`config.mk`:
```
export PLATFORM = sky130hd
export DESIGN_NAME = egg_timer_seq
export DESIGN_NICKNAME = d
export VERILOG_FILES = /design/src/rtl/egg_timer_pkg.sv /design/src/rtl/egg_tick_gen.sv /design/src/rtl/egg_timer_seq.sv
export SDC_FILE = /design/constraint.sdc
export NUM_CORES = 1
export LEC_CHECK = 0
export CELL_PAD_IN_SITES_DETAIL_PLACEMENT = 0
export CELL_PAD_IN_SITES_GLOBAL_PLACEMENT = 2
export CORE_MARGIN = 2
export CORE_UTILIZATION = 34
export CTS_CLUSTER_DIAMETER = 150
export DETAILED_ROUTE_END_ITERATION = 10
export HOLD_SLACK_MARGIN = 0.12
export PLACE_DENSITY_LB_ADDON = 0.1
export SYNTH_ARGS = -nofsm -noshare
export SYNTH_HDL_FRONTEND = slang
export SYNTH_SLANG_ARGS = --single-unit
```
`constraint.sdc`:
```
create_clock -name clk -period 2.4 [get_ports clk]
set_input_delay 0.48 -clock clk [delete_from_list [all_inputs] [get_ports clk]]
set_output_delay 0.48 -clock clk [all_outputs]
set_load 0.01 [all_outputs]
```
`src/rtl/egg_timer_pkg.sv`:
```
`default_nettype none
// +------------------------------------------------------------------+
// | egg_timer_pkg                                                     |
// | State encoding, BCD limits and BCD digit helpers for egg timer.   |
// | Revision: 1.0                                                     |
// +------------------------------------------------------------------+
package egg_timer_pkg;

    localparam int         BCD_DIGIT_W = 4;
    localparam logic [7:0] BCD_SEC_MAX = 8'h59;
    localparam logic [7:0] BCD_MIN_MAX = 8'h99;

    typedef enum logic [1:0] {
        ST_IDLE  = 2'd0,
        ST_RUN   = 2'd1,
        ST_PAUSE = 2'd2,
        ST_ALARM = 2'd3
    } state_t;

    // Two-digit BCD increment that wraps to 00 after max.
    function automatic logic [7:0] bcd_inc(input logic [7:0] v, input logic [7:0] max);
        logic [BCD_DIGIT_W-1:0] lo;
        logic [BCD_DIGIT_W-1:0] hi;
        lo = v[BCD_DIGIT_W-1:0];
        hi = v[2*BCD_DIGIT_W-1:BCD_DIGIT_W];
        if (v == max) begin
            lo = '0;
            hi = '0;
        end else if (lo == 4'd9) begin
            lo = '0;
            hi = hi + 4'd1;
        end else begin
            lo = lo + 4'd1;
        end
        return {hi, lo};
    endfunction

    // Two-digit BCD decrement; callers never pass 00.
    function automatic logic [7:0] bcd_dec(input logic [7:0] v);
        logic [BCD_DIGIT_W-1:0] lo;
        logic [BCD_DIGIT_W-1:0] hi;
        lo = v[BCD_DIGIT_W-1:0];
        hi = v[2*BCD_DIGIT_W-1:BCD_DIGIT_W];
        if (lo == 4'd0) begin
            lo = 4'd9;
            hi = hi - 4'd1;
        end else begin
            lo = lo - 4'd1;
        end
        return {hi, lo};
    endfunction

endpackage
`default_nettype wire

```
`src/rtl/egg_tick_gen.sv`:
```
`default_nettype none
// +------------------------------------------------------------------+
// | egg_tick_gen                                                      |
// | Freezable divider producing a registered one-cycle tick pulse.    |
// | Revision: 1.0                                                     |
// +------------------------------------------------------------------+
module egg_tick_gen #(
    parameter int TICK_DIV = 1_000_000
) (
    input  logic clk,
    input  logic rst,
    input  logic en,
    input  logic clr,
    output logic tick
);

    localparam int               CNT_W    = (TICK_DIV > 1) ? $clog2(TICK_DIV) : 1;
    localparam logic [CNT_W-1:0] CNT_LAST = CNT_W'(TICK_DIV - 1);

    logic [CNT_W-1:0] r_cnt;
    logic             r_tick;

    always_ff @(posedge clk) begin
        if (rst || clr) begin
            r_cnt  <= '0;
            r_tick <= 1'b0;
        end else if (en) begin
            if (r_cnt == CNT_LAST) begin
                r_cnt  <= '0;
                r_tick <= 1'b1;
            end else begin
                r_cnt  <= r_cnt + CNT_W'(1);
                r_tick <= 1'b0;
            end
        end else begin
            r_tick <= 1'b0;
        end
    end

    assign tick = r_tick;

endmodule
`default_nettype wire

```
`src/rtl/egg_timer_seq.sv`:
```
`default_nettype none
// +------------------------------------------------------------------+
// | egg_timer_seq                                                     |
// | MM:SS countdown, tick divider and run/pause/alarm sequencing.     |
// | Option: EGG_TIMER_AUTO_SILENCE_EN ends ALARM after ALARM_SECS.    |
// | Revision: 1.0                                                     |
// +------------------------------------------------------------------+
module egg_timer_seq
    import egg_timer_pkg::*;
#(
    parameter int TICK_DIV   = 1_000_000,
    parameter int ALARM_SECS = 30
) (
    input  logic       clk,
    input  logic       rst,
    input  logic       btn_start,
    input  logic       btn_clear,
    input  logic       btn_min,
    input  logic       btn_sec,
    output logic [7:0] min_bcd,
    output logic [7:0] sec_bcd,
    output logic       running,
    output logic       alarm,
    output logic       tick
);

    state_t     r_state;
    logic [7:0] r_min;
    logic [7:0] r_sec;
    logic       r_running;
    logic       r_alarm;

    logic       w_tick;
    logic       w_div_en;
    logic       w_div_clr;
    logic       w_time_zero;
    logic       w_last_sec;

`ifdef EGG_TIMER_AUTO_SILENCE_EN
    localparam int                ASEC_W    = $clog2(ALARM_SECS + 1);
    localparam logic [ASEC_W-1:0] ASEC_LAST = ASEC_W'(ALARM_SECS - 1);
    logic [ASEC_W-1:0] r_asec;

    // The divider keeps timing alarm seconds, but tick is only shown in RUN.
    assign w_div_en = ((r_state == ST_RUN) || (r_state == ST_ALARM)) && !btn_start;
    assign tick     = w_tick && (r_state == ST_RUN);
`else
    assign w_div_en = (r_state == ST_RUN) && !btn_start;
    assign tick     = w_tick;
`endif

    // Holding the divider clear in IDLE guarantees every fresh start begins at 0.
    assign w_div_clr   = btn_clear || (r_state == ST_IDLE);
    assign w_time_zero = (r_min == 8'h00) && (r_sec == 8'h00);
    assign w_last_sec  = (r_min == 8'h00) && (r_sec == 8'h01);

    egg_tick_gen #(
        .TICK_DIV (TICK_DIV)
    ) u_tick_gen (
        .clk  (clk),
        .rst  (rst),
        .en   (w_div_en),
        .clr  (w_div_clr),
        .tick (w_tick)
    );

    always_ff @(posedge clk) begin
        if (rst || btn_clear) begin
            r_state   <= ST_IDLE;
            r_min     <= 8'h00;
            r_sec     <= 8'h00;
            r_running <= 1'b0;
            r_alarm   <= 1'b0;
`ifdef EGG_TIMER_AUTO_SILENCE_EN
            r_asec    <= '0;
`endif
        end else begin
            case (r_state)
                ST_IDLE: begin
                    if (btn_start) begin
                        if (!w_time_zero) begin
                            r_state   <= ST_RUN;
                            r_running <= 1'b1;
                        end
                    end else if (btn_min) begin
                        r_min <= bcd_inc(r_min, BCD_MIN_MAX);
                    end else if (btn_sec) begin
                        r_sec <= bcd_inc(r_sec, BCD_SEC_MAX);
                    end
                end
                ST_RUN: begin
                    if (btn_start) begin
                        r_state   <= ST_PAUSE;
                        r_running <= 1'b0;
                    end else if (w_tick) begin
                        if (r_sec == 8'h00) begin
                            r_sec <= BCD_SEC_MAX;
                            r_min <= bcd_dec(r_min);
                        end else begin
                            r_sec <= bcd_dec(r_sec);
                        end
                        if (w_last_sec) begin
                            r_state   <= ST_ALARM;
                            r_running <= 1'b0;
                            r_alarm   <= 1'b1;
`ifdef EGG_TIMER_AUTO_SILENCE_EN
                            r_asec    <= '0;
`endif
                        end
                    end
                end
                ST_PAUSE: begin
                    if (btn_start) begin
                        if (w_time_zero) begin
                            r_state <= ST_IDLE;
                        end else begin
                            r_state   <= ST_RUN;
                            r_running <= 1'b1;
                        end
                    end else if (btn_min) begin
                        r_min <= bcd_inc(r_min, BCD_MIN_MAX);
                    end else if (btn_sec) begin
                        r_sec <= bcd_inc(r_sec, BCD_SEC_MAX);
                    end
                end
                ST_ALARM: begin
                    if (btn_start) begin
                        r_state <= ST_IDLE;
                        r_alarm <= 1'b0;
                    end
`ifdef EGG_TIMER_AUTO_SILENCE_EN
                    else if (w_tick) begin
                        if (r_asec == ASEC_LAST) begin
                            r_state <= ST_IDLE;
                            r_alarm <= 1'b0;
                        end else begin
                            r_asec <= r_asec + ASEC_W'(1);
                        end
                    end
`endif
                end
            endcase
        end
    end

    assign min_bcd = r_min;
    assign sec_bcd = r_sec;
    assign running = r_running;
    assign alarm   = r_alarm;

endmodule
`default_nettype wire

```
After elaboration in Yosys (flattened, before gate mapping) --
Cells that the tools add are included.
Storage, ports and cells: word-level logic and storage cells 118, bits of input ports 6, bits in registers 41
Cells by class: reductions and logical operators 23, bitwise logic cells 1, mux-type cells 47, eq/ne operators 29, $add $sub $neg 9
Operator list (count):
- $mux W8 | 11
- $mux W4 | 12
- $pmux W8 S2 | 2
- $add A20 B1 Y20 const B | 1
- $eq A20 B20 Y1 const B | 1
- $mux W20 | 1
- $ne A2 B2 Y1 const B | 9
- $reduce_and A6 Y1 | 3
- $add A4 B1 Y4 const B | 4
- $logic_not A8 Y1 | 2
- $reduce_and A8 Y1 | 2
- $sub A4 B1 Y4 const B | 4
- $mux W2 | 7
- $ne A2 B1 Y1 const B | 6
- $mux W1 | 11
- $reduce_and A5 Y1 | 2
- $ne A3 B1 Y1 const B | 3
- $eq A4 B4 Y1 const B | 2
- $eq A8 B1 Y1 const B | 1
- $eq A8 B7 Y1 const B | 1
- $eq A8 B8 Y1 const B | 1
- $logic_not A4 Y1 | 2
- $pmux W2 S4 | 1
- $eq A2 B2 Y1 const B | 2
- 11 further kinds | 18

Logic depth before layout (Yosys ltp) --
depth after elaboration 7, gate-level depth with buffers 9, depth with buffers taken out 7

Modules after synthesis --
From an unflattened synthesis, not the netlist that was laid out.
Second synthesis, totals: cells, all modules 320, area total of the unflattened synthesis 2642.5 µm²
Modules (own cells, without submodules):
- egg_timer_seq | instances 1, cells each 210, area each 1651.6 µm², seq. area each 400.4 µm²
- egg_tick_gen | instances 1, cells each 110, area each 991.0 µm², seq. area each 420.4 µm²

Least setup slack after synthesis --
OpenSTA, ideal clock, no wires.
path type register to register, start point reg r_min[0], in the netlist min_bcd[0], end point reg r_min[7], in the netlist min_bcd[7], setup time 0.117 ns, arrival time 1.818 ns, path buffers 0, cell stages (with the launch flop) 8, data required time 2.283 ns, path slack 0.465 ns, cells stage by stage dfxtp_1 -> inv_1 -> ha_1 -> nor3b_1 -> o22ai_1 -> nor3_4 -> o21ai_0 -> a32o_1
On the way: word-level cells in the longest chain between the ends 5
Ends and longest elaborated chain:
- start: declaration | line egg_timer_seq.sv:28 | logic [7:0] r_min;
- start signal: assignment | line egg_timer_seq.sv:86 | r_min <= bcd_inc(r_min, BCD_MIN_MAX);
- start signal: assignment | line egg_timer_seq.sv:98 | r_min <= bcd_dec(r_min);
- start signal: assignment | line egg_timer_seq.sv:121 | r_min <= bcd_inc(r_min, BCD_MIN_MAX);
- $eq A8 B8 Y1 | line egg_timer_pkg.sv:26 | if (v == max) begin
- $mux W4 | line egg_timer_pkg.sv:26
- $mux W8 | line egg_timer_seq.sv:120 | end else if (btn_min) begin
- $mux W8 | line egg_timer_seq.sv:80 | if (btn_start) begin
- $pmux W8 S2 | line egg_timer_seq.sv:78 | case (r_state)
Parallel ways exist; a longest one is shown, timed or not. The select of a mux whose other input is x is not followed. A chain may end at the register's enable or synchronous reset.

Worst setup path after layout --
start point reg r_min[1], in the netlist min_bcd[1], end point reg r_running, in the netlist running
On the way: word-level cells in the longest chain between the ends 4
Ends and longest elaborated chain:
- $logic_not A8 Y1 * | line egg_timer_seq.sv:54, egg_timer_seq.sv:55
- $logic_and A1 B1 Y1, on equally long branches | line egg_timer_seq.sv:55, egg_timer_seq.sv:54
- $ne A3 B3 Y1 (no source line) or $ne A2 B2 Y1 (tied branches)
- $reduce_and A5 Y1 (no source line) *
- end signal: assignment | line egg_timer_seq.sv:72 | r_running <= 1'b0;
- end signal: assignment | line egg_timer_seq.sv:83 | r_running <= 1'b1;
- end signal: assignment | line egg_timer_seq.sv:94 | r_running <= 1'b0;
- end: declaration | line egg_timer_seq.sv:30 | logic r_running;
Every way passes the cells marked *; elsewhere a longest branch is shown, timed or not.

==> flow_summary_export.csv <==
group,metric,value,unit
finish,layout_commonest_cell,"dfxtp_1",
finish,layout-drive-gt1-share,10.6,%
job,cap_viol_max_count,0,
finish,finalNonFillerCells,440,
sta,whs,511,ps
sta,finalSetupTns,0,ps
cts,hold_buffers,0,
sta,min_period_over_period,90.3,%
routing,ant_nets,0,
logic_synthesis,post-synth-top-area-cell,"dfxtp_1",
routing,num_vias,2314,
finish,area_delta_synth_final,19.7,%
die,row_count,31,
routing,route.detailed.drc,0,
sta,max_clock_freq,461,MHz
global_route,grt_first_pass_wirelength,10800,µm
placed_design,post-place-ws,160,ps
setup_path,endpoint_kind,"flop",
sta,setup_viol,0,
logic_synthesis,synthArstFlopShare,0,%
setup_path,cp_data_arrival_time,2330,ps
sta,layout_min_cycle_time,2170,ps
finish,final_cell_mix,"41 x dfxtp_1, 36 x nor2_1, 24 x clkdlybuf4s50_1",
min_path,hold_depth,2,
setup_path,reg2reg_depth,7,
min_path,hp-start,"u_tick_gen.r_cnt[1]",
die,fp.dieW,90.7,µm
die,core_area,7250,µm²
placed_design,placed_cells,433,
cts,cts_made_buffers,5,
die,io-pin-count,25,
routing,drt_iter0_drc,129,
logic_synthesis,synth_seq_area_share,32.1,%
setup_path,startpoint,"min_bcd[1]",
logic_synthesis,synth_warnings,0,
pwr,p_per_area,413,nW/µm²
global_route,antenna_found_initial,0,
finish,multi_input_area,1600,µm²
setup_path,reg2reg_setup_slack,230,ps
global_route,overflow,0,
logic_synthesis,synth_edf_count,0,
sta,slew_headroom,56.5,%
finish,seqCellArea,821,µm²
logic_synthesis,synth-main-ff-cell,"dfxtp_1",
placed_design,dp_hpwl,4500,µm
sta,fin_ws,232,ps
logic_synthesis,ys_ff_latch,41,
cts,cts_tree,"built",
global_route,first_global_vias,2234,
logic_synthesis,netlist.area_leader.share,32.1,%
die,initial_core_util,35.2,%
logic_synthesis,syn-num-nets,330,
placed_design,gp_congestion,0.755,
cts,clk_pin_slew,80,ps
routing,viasPerCell,5.26,
sta,hold_viol,0,
setup_path,endpoint,"running",
cts,cts.sinks,41,
pwr,p_leak,0.988,nW
finish,diodes,0,
setup_path,crit_type,"reg2reg",
placed_design,io_buffers,24,
cts,cts_max_level,2,
finish,nFillCells,747,
die,dieArea,8220,µm²
logic_synthesis,yosysUniqueCellTypes,59,
logic_synthesis,avgSynthCellArea,8.18,µm²
sta,worst-slew-pin-transition,646,ps
finish,nets,359,
min_path,hold_path_class,"reg2reg",
setup_path,critical_path.max_fanout,6,
routing,routed_wl,6260,µm
routing,wl_per_cell,14.2,µm
setup_path,required,2570,ps
global_route,grt.total_usage,16.0,%
cts,postCtsResizedCells,0,
sta,rsz0062_at_grt,"false",
global_route,grt_max_degree,18,
cts,cts_buffer_depth,2,
die,die_y,90.7,µm
routing,firstDrtPassIters,4,
cts,clockRootBuffer,"clkbuf_8",
logic_synthesis,synth_area,2550,µm²
logic_synthesis,ys_top_cells_by_area,"dfxtp_1 32%, ha_1 5.9%, xor2_1 5.8%",
cts,clkLatencyLatePin,300,ps
sta,drv_slew,0,
pwr,vdd_drop_max,152,µV
logic_synthesis,synthCells,312,
sta,finClkSkew,4.34,ps
setup_path,cp-start-kind,"flop",
setup_path,reg2reg_from,"min_bcd[1]",
setup_path,timing.rr.end,"running",
cts,cts_setup_buffers,0,
status,status,"complete, no violations",
-- sequential cells by signal, summed over array words and instances (netlist names) --
signal	flops
alarm	1
u_tick_gen.r_cnt	20
running	1
min_bcd	8
r_state	2
u_tick_gen.tick	1
sec_bcd	8
-- per-stage QoR --
step                      power (mW)  utilization, %  area [µm²]
after detailed placement       0.808            40.9        2970
after global routing            1.33            42.1        3060
after global placement         0.809            40.9        2970
final                           1.26            42.1        3060
after floorplan                0.768               -        2550
after CTS                       1.29            42.1        3060
-- logic make-up after synthesis --
family                     Yosys count  share of synthesized area [%]
AOI/OAI and AO/OA                   62                           17.1
xor gates and xnor gates            21                           7.20
adders and majority gates           12                           5.88
buffers and inverters               29                           5.05
DFF                                 41                           32.1
muxes                                4                           2.06
and+or+nand+nor                    143                           30.5
-- power breakdown --
group	switching [mW]	total, mW	internal (mW)
combinational	0.0569	0.102	0.0450
sequential	0.00645	0.690	0.683
clock	0.244	0.471	0.227
-- layer usage --
metal	share of wire (%)	GRT usage (%)	up-vias
li1	-	-	1178
met1	48	20.4	1088
met2	48	26.8	37
met3	2.8	2.92	11
met4	2.0	6.03	0
met5	0	0	-
-- synthesized netlist by cell type, types with 3 or more instances --
library cell,n
nor2b_1,4
nor3b_1,5
and2_1,3
clkbuf_1,11
nand4_1,8
a32o_1,3
inv_1,10
xnor2_1,4
mux2i_1,3
a31oi_1,4
buf_2,4
ha_1,12
nor3_1,11
nand3b_1,4
o21ai_0,13
a21oi_1,12
a311oi_1,4
o211ai_1,4
nand2b_1,5
dfxtp_1,41
nand2_1,23
xor2_1,17
and3_1,8
nand3_1,18
a211oi_1,5
nor2_1,36
-- critical path, stage by stage (launching register included) --
cell,delay [ps]
dfxtp_1,360
inv_1,110
ha_1,240
nor3b_1,520
and3_1,330
nand2_1,100
a311oi_1,280
a2111oi_0,110
-- worst min path at each step --
stage | endpoint | slack [ps]
2_1_floorplan | u_tick_gen.r_cnt[1] | 460
3_3_place_gp | u_tick_gen.r_cnt[1] | 490
3_5_place_dp | u_tick_gen.r_cnt[19] | 500
4_1_cts | u_tick_gen.r_cnt[1] | 510
5_1_grt | u_tick_gen.r_cnt[1] | 560
6_report | u_tick_gen.r_cnt[1] | 510
-- final cells by class --
class / count / share of cell area, %
multi-input cells: 242 / 52.5
repair buffers: 41 / 12.4
inverters: 10 / 1.23
clock inverters: 1 / 0.246
well taps: 99 / 4.05
clock buffers: 6 / 2.70
flip-flops and latches: 41 / 26.9
Power figures use the tool's default switching activity.
